## src/rtl/wta_sequencer_pkg.sv

```systemverilog
// wta_sequencer_pkg: shared WTA register index map, FSM encoding and width defaults
package wta_sequencer_pkg;
  localparam int DW_DEF = 16;
  localparam int SW_DEF = 4;
  typedef enum logic [3:0] {
    WTA_NONE = 4'd0, WTA_N = 4'd1, WTA_M = 4'd2, WTA_P = 4'd3, WTA_R = 4'd4,
    WTA_ROW = 4'd5, WTA_COL = 4'd6, WTA_CURR = 4'd7, WTA_SUM = 4'd8, WTA_STA = 4'd9,
    WTA_STB = 4'd10, WTA_STC = 4'd11, WTA_A = 4'd12, WTA_B = 4'd13, WTA_R1 = 4'd14
  } wta_idx_e;
  typedef enum logic [1:0] {ST_IDLE = 2'd0, ST_CU_RD = 2'd1, ST_DBG_RD = 2'd2} state_e;
endpackage

```

## src/rtl/wta_beat_buf.sv

```systemverilog
// wta_beat_buf: debug beat output register with a skid entry behind it
// Ports: push_i/in_i write a beat, ready_i consumes the head, valid_o/out_o present it,
// count_o reports how many entries are occupied (0..2).
module wta_beat_buf #(
  parameter int W = 21
) (
  input  logic         clk,
  input  logic         rst,
  input  logic         push_i,
  input  logic [W-1:0] in_i,
  input  logic         ready_i,
  output logic         valid_o,
  output logic [W-1:0] out_o,
  output logic [1:0]   count_o
);
  logic out_v_q, out_v_d, skid_v_q, skid_v_d, pop, fill_out;
  logic [W-1:0] out_q, out_d, skid_q, skid_d;
  always_comb begin
    pop = out_v_q & ready_i;
    // the head is refilled straight from the input only when nothing is queued behind it
    fill_out = pop ? ~skid_v_q : ~out_v_q;
    out_d = (pop & skid_v_q) ? skid_q : fill_out ? in_i : out_q;
    out_v_d = (pop & skid_v_q) | (fill_out ? push_i : out_v_q);
    skid_d = (push_i & ~fill_out) ? in_i : skid_q;
    skid_v_d = fill_out ? 1'b0 : pop ? push_i : (skid_v_q | push_i);
  end
  always_ff @(posedge clk or posedge rst)
    if (rst) begin
      out_v_q <= 1'b0;
      skid_v_q <= 1'b0;
      out_q <= '0;
      skid_q <= '0;
    end else begin
      out_v_q <= out_v_d;
      skid_v_q <= skid_v_d;
      out_q <= out_d;
      skid_q <= skid_d;
    end
  assign valid_o = out_v_q;
  assign out_o = out_q;
  assign count_o = {1'b0, out_v_q} + {1'b0, skid_v_q};
endmodule

```

## src/rtl/wta_sequencer.sv

```systemverilog
// wta_sequencer: shares the WTA source mux between CU register moves and debug dump bursts
// Ports: cu_req/cu_sel -> cu_ack/ac_load/ac_data (CU move); dbg_start/dbg_first/dbg_count
// start a burst streamed on dbg_valid/dbg_ready/dbg_data/dbg_idx/dbg_last with dbg_busy;
// wta_sel/wta_en drive the mux (registered), mux_data returns its output.
module wta_sequencer
  import wta_sequencer_pkg::*;
#(
  parameter int DW = DW_DEF,
  parameter int SW = SW_DEF,
  parameter logic [SW-1:0] FIRST_IDX = SW'(WTA_N),
  parameter logic [SW-1:0] LAST_IDX = SW'(WTA_R1)
) (
  input  logic          clk,
  input  logic          rst,
  input  logic          cu_req,
  input  logic [SW-1:0] cu_sel,
  output logic          cu_ack,
  output logic          ac_load,
  output logic [DW-1:0] ac_data,
  input  logic          dbg_start,
  input  logic [SW-1:0] dbg_first,
  input  logic [SW-1:0] dbg_count,
  output logic          dbg_busy,
  output logic          dbg_valid,
  input  logic          dbg_ready,
  output logic [DW-1:0] dbg_data,
  output logic [SW-1:0] dbg_idx,
  output logic          dbg_last,
  output logic [SW-1:0] wta_sel,
  output logic          wta_en,
  input  logic [DW-1:0] mux_data
);
  state_e state_q, state_d;
  logic [SW-1:0] wta_sel_q, wta_sel_d, idx_q, idx_d, rem_q, rem_d;
  logic wta_en_q, busy_q, busy_d, last_cu_q, last_cu_d, rd_last_q, ac_load_q;
  logic [DW-1:0] ac_data_q;
  logic cu_el, dbg_el, cu_win, dbg_win, start_acc, pop;
  logic [1:0] buf_cnt;
  logic [2:0] occ;
  wta_beat_buf #(.W(DW + SW + 1)) u_buf (
    .clk(clk),
    .rst(rst),
    .push_i(state_q == ST_DBG_RD),
    .in_i({mux_data, wta_sel_q, rd_last_q}),
    .ready_i(dbg_ready),
    .valid_o(dbg_valid),
    .out_o({dbg_data, dbg_idx, dbg_last}),
    .count_o(buf_cnt)
  );
  assign pop = dbg_valid & dbg_ready;
  // beats held after this edge, including the read in flight; one more read fits only if at most one remains
  assign occ = 3'(buf_cnt) + 3'(state_q == ST_DBG_RD) - 3'(pop);
  always_comb begin
    start_acc = dbg_start & ~busy_q & (dbg_count != '0);
    // a request still high at the end of its own read cycle is the move already in progress
    cu_el = cu_req & (state_q != ST_CU_RD);
    dbg_el = busy_q & (rem_q != '0) & (occ <= 3'd1);
    dbg_win = dbg_el & (~cu_el | last_cu_q);
    cu_win = cu_el & ~dbg_win;
    state_d = cu_win ? ST_CU_RD : dbg_win ? ST_DBG_RD : ST_IDLE;
    wta_sel_d = cu_win ? cu_sel : dbg_win ? idx_q : '0;
    last_cu_d = cu_win | (last_cu_q & ~dbg_win);
    idx_d = start_acc ? dbg_first : !dbg_win ? idx_q : (idx_q >= LAST_IDX) ? FIRST_IDX : idx_q + 1'b1;
    rem_d = start_acc ? dbg_count : rem_q - SW'(dbg_win);
    busy_d = start_acc | (busy_q & ~(pop & dbg_last));
  end
  always_ff @(posedge clk or posedge rst)
    if (rst) begin
      state_q <= ST_IDLE;
      wta_sel_q <= '0;
      wta_en_q <= 1'b0;
      idx_q <= '0;
      rem_q <= '0;
      busy_q <= 1'b0;
      last_cu_q <= 1'b0;
      rd_last_q <= 1'b0;
      ac_load_q <= 1'b0;
      ac_data_q <= '0;
    end else begin
      state_q <= state_d;
      wta_sel_q <= wta_sel_d;
      wta_en_q <= state_d != ST_IDLE;
      idx_q <= idx_d;
      rem_q <= rem_d;
      busy_q <= busy_d;
      last_cu_q <= last_cu_d;
      rd_last_q <= dbg_win & (rem_q == SW'(1));
      ac_load_q <= state_q == ST_CU_RD;
      ac_data_q <= (state_q == ST_CU_RD) ? mux_data : '0;
    end
  assign wta_sel = wta_sel_q;
  assign wta_en = wta_en_q;
  assign ac_load = ac_load_q;
  assign cu_ack = ac_load_q;
  assign ac_data = ac_data_q;
  assign dbg_busy = busy_q;
endmodule

```

## config.mk

```make
export PLATFORM = sky130hd
export DESIGN_NAME = wta_sequencer
export DESIGN_NICKNAME = d
export VERILOG_FILES = /design/src/rtl/wta_sequencer_pkg.sv /design/src/rtl/wta_beat_buf.sv /design/src/rtl/wta_sequencer.sv
export SDC_FILE = /design/constraint.sdc
export NUM_CORES = 1
export LEC_CHECK = 0
export ABC_CLOCK_PERIOD_IN_PS = 3300
export BUFFER_PORTS_ARGS = -buffer_cell sky130_fd_sc_hd__buf_2
export CORE_MARGIN = 2
export CORE_UTILIZATION = 36
export DETAILED_ROUTE_END_ITERATION = 8
export GPL_ROUTABILITY_DRIVEN = 0
export PLACE_DENSITY = 0.68
export SYNTH_ARGS = -nofsm -noshare
export SYNTH_HDL_FRONTEND = slang
export SYNTH_HIERARCHICAL = 1
export SYNTH_SLANG_ARGS = --single-unit
```

## constraint.sdc

```tcl
create_clock -name clk -period 3.3 [get_ports clk]
set_clock_uncertainty 0.1 [all_clocks]
set_input_delay 0.165 -clock clk [delete_from_list [all_inputs] [get_ports clk]]
set_output_delay 0.165 -clock clk [all_outputs]
set_load 0.03 [all_outputs]
```

Word level (Yosys, flattened, before mapping)
Index checks and enable logic that the tools add are counted.
{"block": "totals", "reg_bits": 79, "latch_bits": 0, "ramBits": 0, "romBits": 0, "in_bits": 33, "output_inout_bits": 46, "word_cells": 71, "mem_count": 0}
{"block": "classes", "n_addsub": 5, "multipliers": 0, "div": 0, "n_lt_le_gt_ge": 2, "eq_ne": 4, "n_shift": 0, "n_mux": 15, "n_bitwise": 26, "reduce_logical": 5}
{"operator": "21-bit 2-to-1 mux", "count": 2}
{"operator": "4-bit 2-to-1 mux", "count": 6}
{"operator": "16-bit 2-to-1 mux", "count": 1}
{"operator": "1-bit bitwise AND", "count": 14}
{"operator": "4-bit nonzero test", "count": 2}
{"operator": "1-bit inverter", "count": 7}
{"operator": "2-bit nonzero test", "count": 3}
{"operator": "1-bit bitwise OR", "count": 5}
{"operator": "4-bit by 1-bit adder with 4-bit output, second input constant", "count": 1}
{"operator": "4-bit by 1-bit == test with 1-bit output, second input constant", "count": 1}
{"operator": "4-bit >= comparator, second input constant", "count": 1}
{"operator": "1-bit 2-to-1 mux", "count": 4}
{"operator": "2-bit 2-to-1 mux", "count": 2}
{"operator": "4-bit by 1-bit subtractor with 4-bit output", "count": 1}
{"operator": "2-bit by 1-bit adder with 3-bit output", "count": 1}
{"operator": "3-bit by 1-bit less-or-equal comparator with 1-bit output, second input constant", "count": 1}
{"operator": "3-bit by 1-bit subtractor with 3-bit output", "count": 1}
{"operator": "1-bit by 1-bit adder with 2-bit output", "count": 1}
{"operator": "2-bit by 1-bit == test with 1-bit output, second input constant", "count": 1}
{"operator": "2-bit == test, second input constant", "count": 1}
{"operator": "2-bit by 1-bit inequality test with 1-bit output, second input constant", "count": 1}

Logic depth before layout (Yosys ltp)
{"block": "depth", "depth_word": 10, "depth_mapped": 16, "depth_no_buf": 15}

Cells and area by module
Netlist, hierarchy kept.
{"mod": "wta_beat_buf", "instances": 1, "cells_per_inst": 127, "area_each_um2": 1853.0, "seq_area_each_um2": 1101.1}
{"mod": "wta_sequencer", "instances": 1, "cells_per_inst": 133, "area_each_um2": 1566.5, "seq_area_each_um2": 875.8}

Worst setup path before layout
Ideal clock, no wire load.
{"block": "synth_timing", "path_kind": "flip-flop to flip-flop", "from": "reg u_buf.out_v_q (netlist: u_buf/valid_o)", "to": "reg rem_q[2]", "t_arrival_ns": 2.810, "required_time_ns": 3.071, "path_slack_ns": 0.261, "stages_incl_launch_ff": 16, "cell_sequence": "dfrtp_1 and2_1 ha_1 inv_1 ha_1 inv_1 fa_1 xnor2_1 nand4_2 or2_1 buf_6 inv_2 ha_1 ha_1 xnor2_1 o21ai_0"}
{"block": "synth_via", "elab_chain_cells": 8, "elab_cells_between_ends": 9, "classes_between": "add/sub (4); order compare (1); mux (1); bitwise (3)"}
{"element": "start, declared", "line": "wta_beat_buf.sv:16", "text": "logic out_v_q, out_v_d, skid_v_q, skid_v_d, pop, fill_out;"}
{"element": "start signal, assigned", "line": "wta_beat_buf.sv:34", "text": "out_v_q <= out_v_d;"}
{"element": "1-bit by 1-bit adder with 2-bit output", "line": "wta_beat_buf.sv:41", "text": "assign count_o = {1'b0, out_v_q} + {1'b0, skid_v_q};"}
{"element": "2-bit by 1-bit adder with 3-bit output", "line": "wta_sequencer.sv:52", "text": "assign occ = 3'(buf_cnt) + 3'(state_q == ST_DBG_RD) - 3'(pop);"}
{"element": "3-bit by 1-bit subtractor with 3-bit output (*)", "line": "wta_sequencer.sv:52"}
{"element": "3-bit by 1-bit less-or-equal comparator with 1-bit output (*)", "line": "wta_sequencer.sv:57", "text": "dbg_el = busy_q & (rem_q != '0) & (occ <= 3'd1);"}
{"element": "1-bit bitwise AND (*)", "line": "wta_sequencer.sv:57"}
{"element": "1-bit bitwise AND (*)", "line": "wta_sequencer.sv:58", "text": "dbg_win = dbg_el & (~cu_el | last_cu_q);"}
{"element": "4-bit by 1-bit subtractor with 4-bit output (*)", "line": "wta_sequencer.sv:64", "text": "rem_d = start_acc ? dbg_count : rem_q - SW'(dbg_win);"}
{"element": "4-bit 2-to-1 mux (*)", "line": "wta_sequencer.sv:64"}
{"element": "named net rem_d[2]", "line": "wta_sequencer.sv:34", "text": "logic [SW-1:0] wta_sel_q, wta_sel_d, idx_q, idx_d, rem_q, rem_d;"}
{"element": "end signal, assigned", "line": "wta_sequencer.sv:84", "text": "rem_q <= rem_d;"}
{"element": "end, declared", "line": "wta_sequencer.sv:34"}
Mark *: on every way through the listed nets, which the timed path passes. The rest lies on a longest branch.
A chain may end at the register's enable or synchronous reset.

Worst setup path after layout
{"block": "layout_timing", "from": "reg state_q[0]", "to": "reg rem_q[2]"}
{"block": "layout_via", "elab_chain_cells": 8, "elab_cells_between_ends": 12, "classes_between": "add/sub (3); order compare (1); eq/ne (2); mux (1); bitwise (5)"}
{"element": "start, declared", "line": "wta_sequencer.sv:33", "text": "state_e state_q, state_d;"}
{"element": "start signal, assigned", "line": "wta_sequencer.sv:80", "text": "state_q <= state_d;"}
{"element": "2-bit == test", "line": "wta_sequencer.sv:52"}
{"element": "2-bit by 1-bit adder with 3-bit output", "line": "wta_sequencer.sv:52"}
{"element": "3-bit by 1-bit subtractor with 3-bit output", "line": "wta_sequencer.sv:52"}
{"element": "3-bit by 1-bit less-or-equal comparator with 1-bit output", "line": "wta_sequencer.sv:57"}
{"element": "1-bit bitwise AND", "line": "wta_sequencer.sv:57"}
{"element": "1-bit bitwise AND (*)", "line": "wta_sequencer.sv:58"}
{"element": "4-bit by 1-bit subtractor with 4-bit output (*)", "line": "wta_sequencer.sv:64"}
{"element": "4-bit 2-to-1 mux (*)", "line": "wta_sequencer.sv:64"}
{"element": "named net rem_d[2]", "line": "wta_sequencer.sv:34"}
Marked as above.

==> impl_metrics.toml <==
[synthesis]
synth_ff_type = "dfrtp_1"
synthTopCellsByArea = "dfrtp_1, mux2_4, a2bb2oi_1, o22ai_1, and2_1"
ys_seq_area_frac = 0.578
syn-mean-instance-area_um2 = 13.2
synth-edff-count = 0
ys.warnings.count = 6
async_flop_share = 1.00
yosysTopAreaCell = "dfrtp_1"
synth.top_cell.area_share = 0.578
netlist_area_um2 = 3420
synth_cell_types = 44
synthCells = 260
synth_seq_cells = 79
synth_fp_nets = 301

[placement]
port_buffers = 78
dp_hpwl_mm = 4.88

[power_and_ir_drop]
p_sw_mw = 1.63
power_frac_comb = 0.430
p_int_mw = 2.48
p_per_area_nw_per_um2 = 947
pwr-share-clk = 0.185
p_leak_nw = 2.11
sw_frac_of_total = 0.397
seq_power_share = 0.385
ir_drop_mv = 0.561

[setup_path]
setup.worst_path.end_class = "flip-flop"
rrSetupSlack_ns = 0.34
path_class = "flip-flop to flip-flop"
rr_startpoint = "state_q[0]"
cp.required_ns = 3.42
reg2reg_to = "rem_q[2]"
critPathLaunchType = "flip-flop"
startpoint = "state_q[0]"
crit_path_max_fanout = 4
r2r_cells = 15
arrival_ns = 3.09

[floorplanning]
initial_core_util = 0.370
pin_count = 79
die_h_um = 101
coreArea_um2 = 9240
dieArea_um2 = 10300
die_w_um = 101
rows = 35

[clock_tree]
numCtsBuffers = 9
cts.sinks = 79
htree_levels = 3
clk_latency_ns = 0.35
clock-root-buffer = "clkbuf_8"
tritoncts = "built"
clk_pin_slew_ns = 0.08
cts_setup_buffers = 0
cts_buffer_depth = 2

[sta]
finalCritPeriodShare = 0.898
hold_viol = 0
min_period_ns = 2.96
setup_viol = 0
rsz0062_at_grt = "false"
maxSlewViolCount = 0
holdWs_ns = 0.0141
max_slew_margin = 0.258
tightestPinTransition_ns = 1.11
fmax_mhz = 337
finalSetupTns_ns = 0

[flow_run]
maxCapViolations = 0

[finish]
syn_to_final_growth_pct = 27.1
final_nets = 402
layout-drive-gt1-share = 0.358
n_fill_cell = 836
final_util = 0.471
antenna_cells = 0

[grt]
antenna_found_initial = 0
grt_overflow = 0
grt_pass1_vias = 2392
grt_start_max_net_pins = 45
grt_pass1_wl_mm = 12.1
grtUsageTotal = 0.155

[drt]
drtIter0Drc = 72
vias_per_cell = 4.82
drc = 0
drtPass1Iterations = 6
dr_total_vias = 2385
drt_wl_total_mm = 7.51
post_drt_wl_per_cell_um = 15.2
drtAntennaViolNets = 0

[min_path]
min_delay_path_depth = 3
hp-start = "dbg_count[2]"
min_to = "rem_q[2]"
hold_class = "primary input to flip-flop"

[status]
status = "finished, final reports clean"
-- power groups by stage --
stage | Clock [mW] | Combinational (mW) | Sequential, mW
6_report | 0.763 | 1.77 | 1.59
5_1_grt | 0.832 | 1.93 | 1.64
4_1_cts | 0.783 | 1.78 | 1.59
3_5_place_dp | 0 | 1.76 | 1.61
3_3_place_gp | 0 | 1.73 | 1.59
2_1_floorplan | 0 | 1.03 | 1.90
-- final cells by class --
class	instances	area, µm²	area share
Timing Repair Buffer	105	648	0.149
Inverter	15	56.3	0.0129
Sequential cell	79	1980	0.455
Tap cell	129	161	0.0371
Multi-Input combinational cell	151	1290	0.297
Clock inverter	6	75.1	0.0173
Clock buffer	10	138	0.0317
-- layer usage --
metal  track usage  share of wire  wire length, µm  vias up
met4        0.0343         0.0080               60        0
met5             0              0                0        -
li1              -              -                -     1140
met1         0.210           0.48             3600     1171
met2         0.241           0.46             3490       69
met3        0.0552          0.048              363        5
-- worst max path at each step --
stage | endpoint | slack [ns] | depth (start not counted)
after detailed placement | rem_q[2] | 0.34 | 15
after global placement | rem_q[2] | 0.39 | 15
after floorplan | rem_q[2] | 0.26 | 15
after global routing | rem_q[1] | 0.11 | 14
after CTS | rem_q[2] | 0.30 | 15
final | rem_q[2] | 0.34 | 15
-- cells in the mapped netlist, types with 2 or more instances --
cell type and instances:
buf_2 3, o21ai_0 8, clkbuf_1 7, mux2_4 20, o2111ai_1 4, buf_6 4, a2bb2oi_1 21, nand2_1 11
or2_1 2, inv_2 2, o211ai_1 2, xnor2_1 2, nor4_1 2, o22ai_1 21, ha_1 7, inv_1 13
dfrtp_1 79, nor2_1 6, and2_1 20, a21oi_1 2
-- worst max-delay path, stage by stage (launching register included) --
cell and delay (ns):
dfrtp_1 0.41, nor2b_1 0.23, inv_1 0.07, ha_1 0.29, inv_1 0.06, ha_1 0.13, inv_1 0.05, fa_1 0.37
xnor2_1 0.19, nand4_2 0.12, or2_1 0.25, inv_2 0.06, ha_1 0.16, ha_1 0.16, xnor2_1 0.11, o21ai_0 0.09
-- cells by family (layout without fill, tap and decap cells) --
group / after synthesis / count (layout) / synth area share
simple gates: 52 / 52 / 0.0937
xor+xnor: 3 / 3 / 0.00769
flops: 79 / 79 / 0.578
mux: 21 / 21 / 0.0911
compound gates: 66 / 66 / 0.151
fa+ha+maj: 9 / 9 / 0.0344
buf+inv: 30 / 136 / 0.0439
-- registers in the layout (all words and copies together), names as in the netlist, 2 cells and up --
| name | cells |
|---|---|
| u_buf/out_o | 21 |
| u_buf/skid_q | 21 |
| ac_data | 16 |
| idx_q | 4 |
| rem_q | 4 |
| wta_sel | 4 |
| state_q | 2 |
-- layout by cell type, fill, tap and decap left out, types with 3 or more instances in the layout --
cell type      netlist  layout
o22ai_1             21      21
buf_4                1       5
ha_1                 7       7
inv_1               13      12
buf_2                3      78
nor2_1               6       6
inv_2                2       3
clkbuf_8             0      10
mux2_4              20      20
and2_1              20      20
nand2_1             11      11
o2111ai_1            4       4
dlygate4sd3_1        0      22
dfrtp_1             79      79
o21ai_0              8       8
a2bb2oi_1           21      21
-- repair_timing --
action                                 4_1_cts  5_1_grt
endpoints found under the hold margin      131        1
resized for setup                            0        0
hold buffers                                21        1
-- through the flow --
step / worst slack (ns) / cell area, µm² / instances / power (mW)
3_3_place_gp: 0.391 / 3920 / 457 / 3.32
4_1_cts: 0.301 / 4340 / 494 / 4.15
3_5_place_dp: 0.345 / 3920 / 457 / 3.36
2_1_floorplan: 0.261 / 3420 / 260 / 2.93
6_report: 0.336 / 4350 / 495 / 4.12
5_1_grt: 0.105 / 4350 / 495 / 4.40
Note: power is estimated with default switching activity, not from simulation.
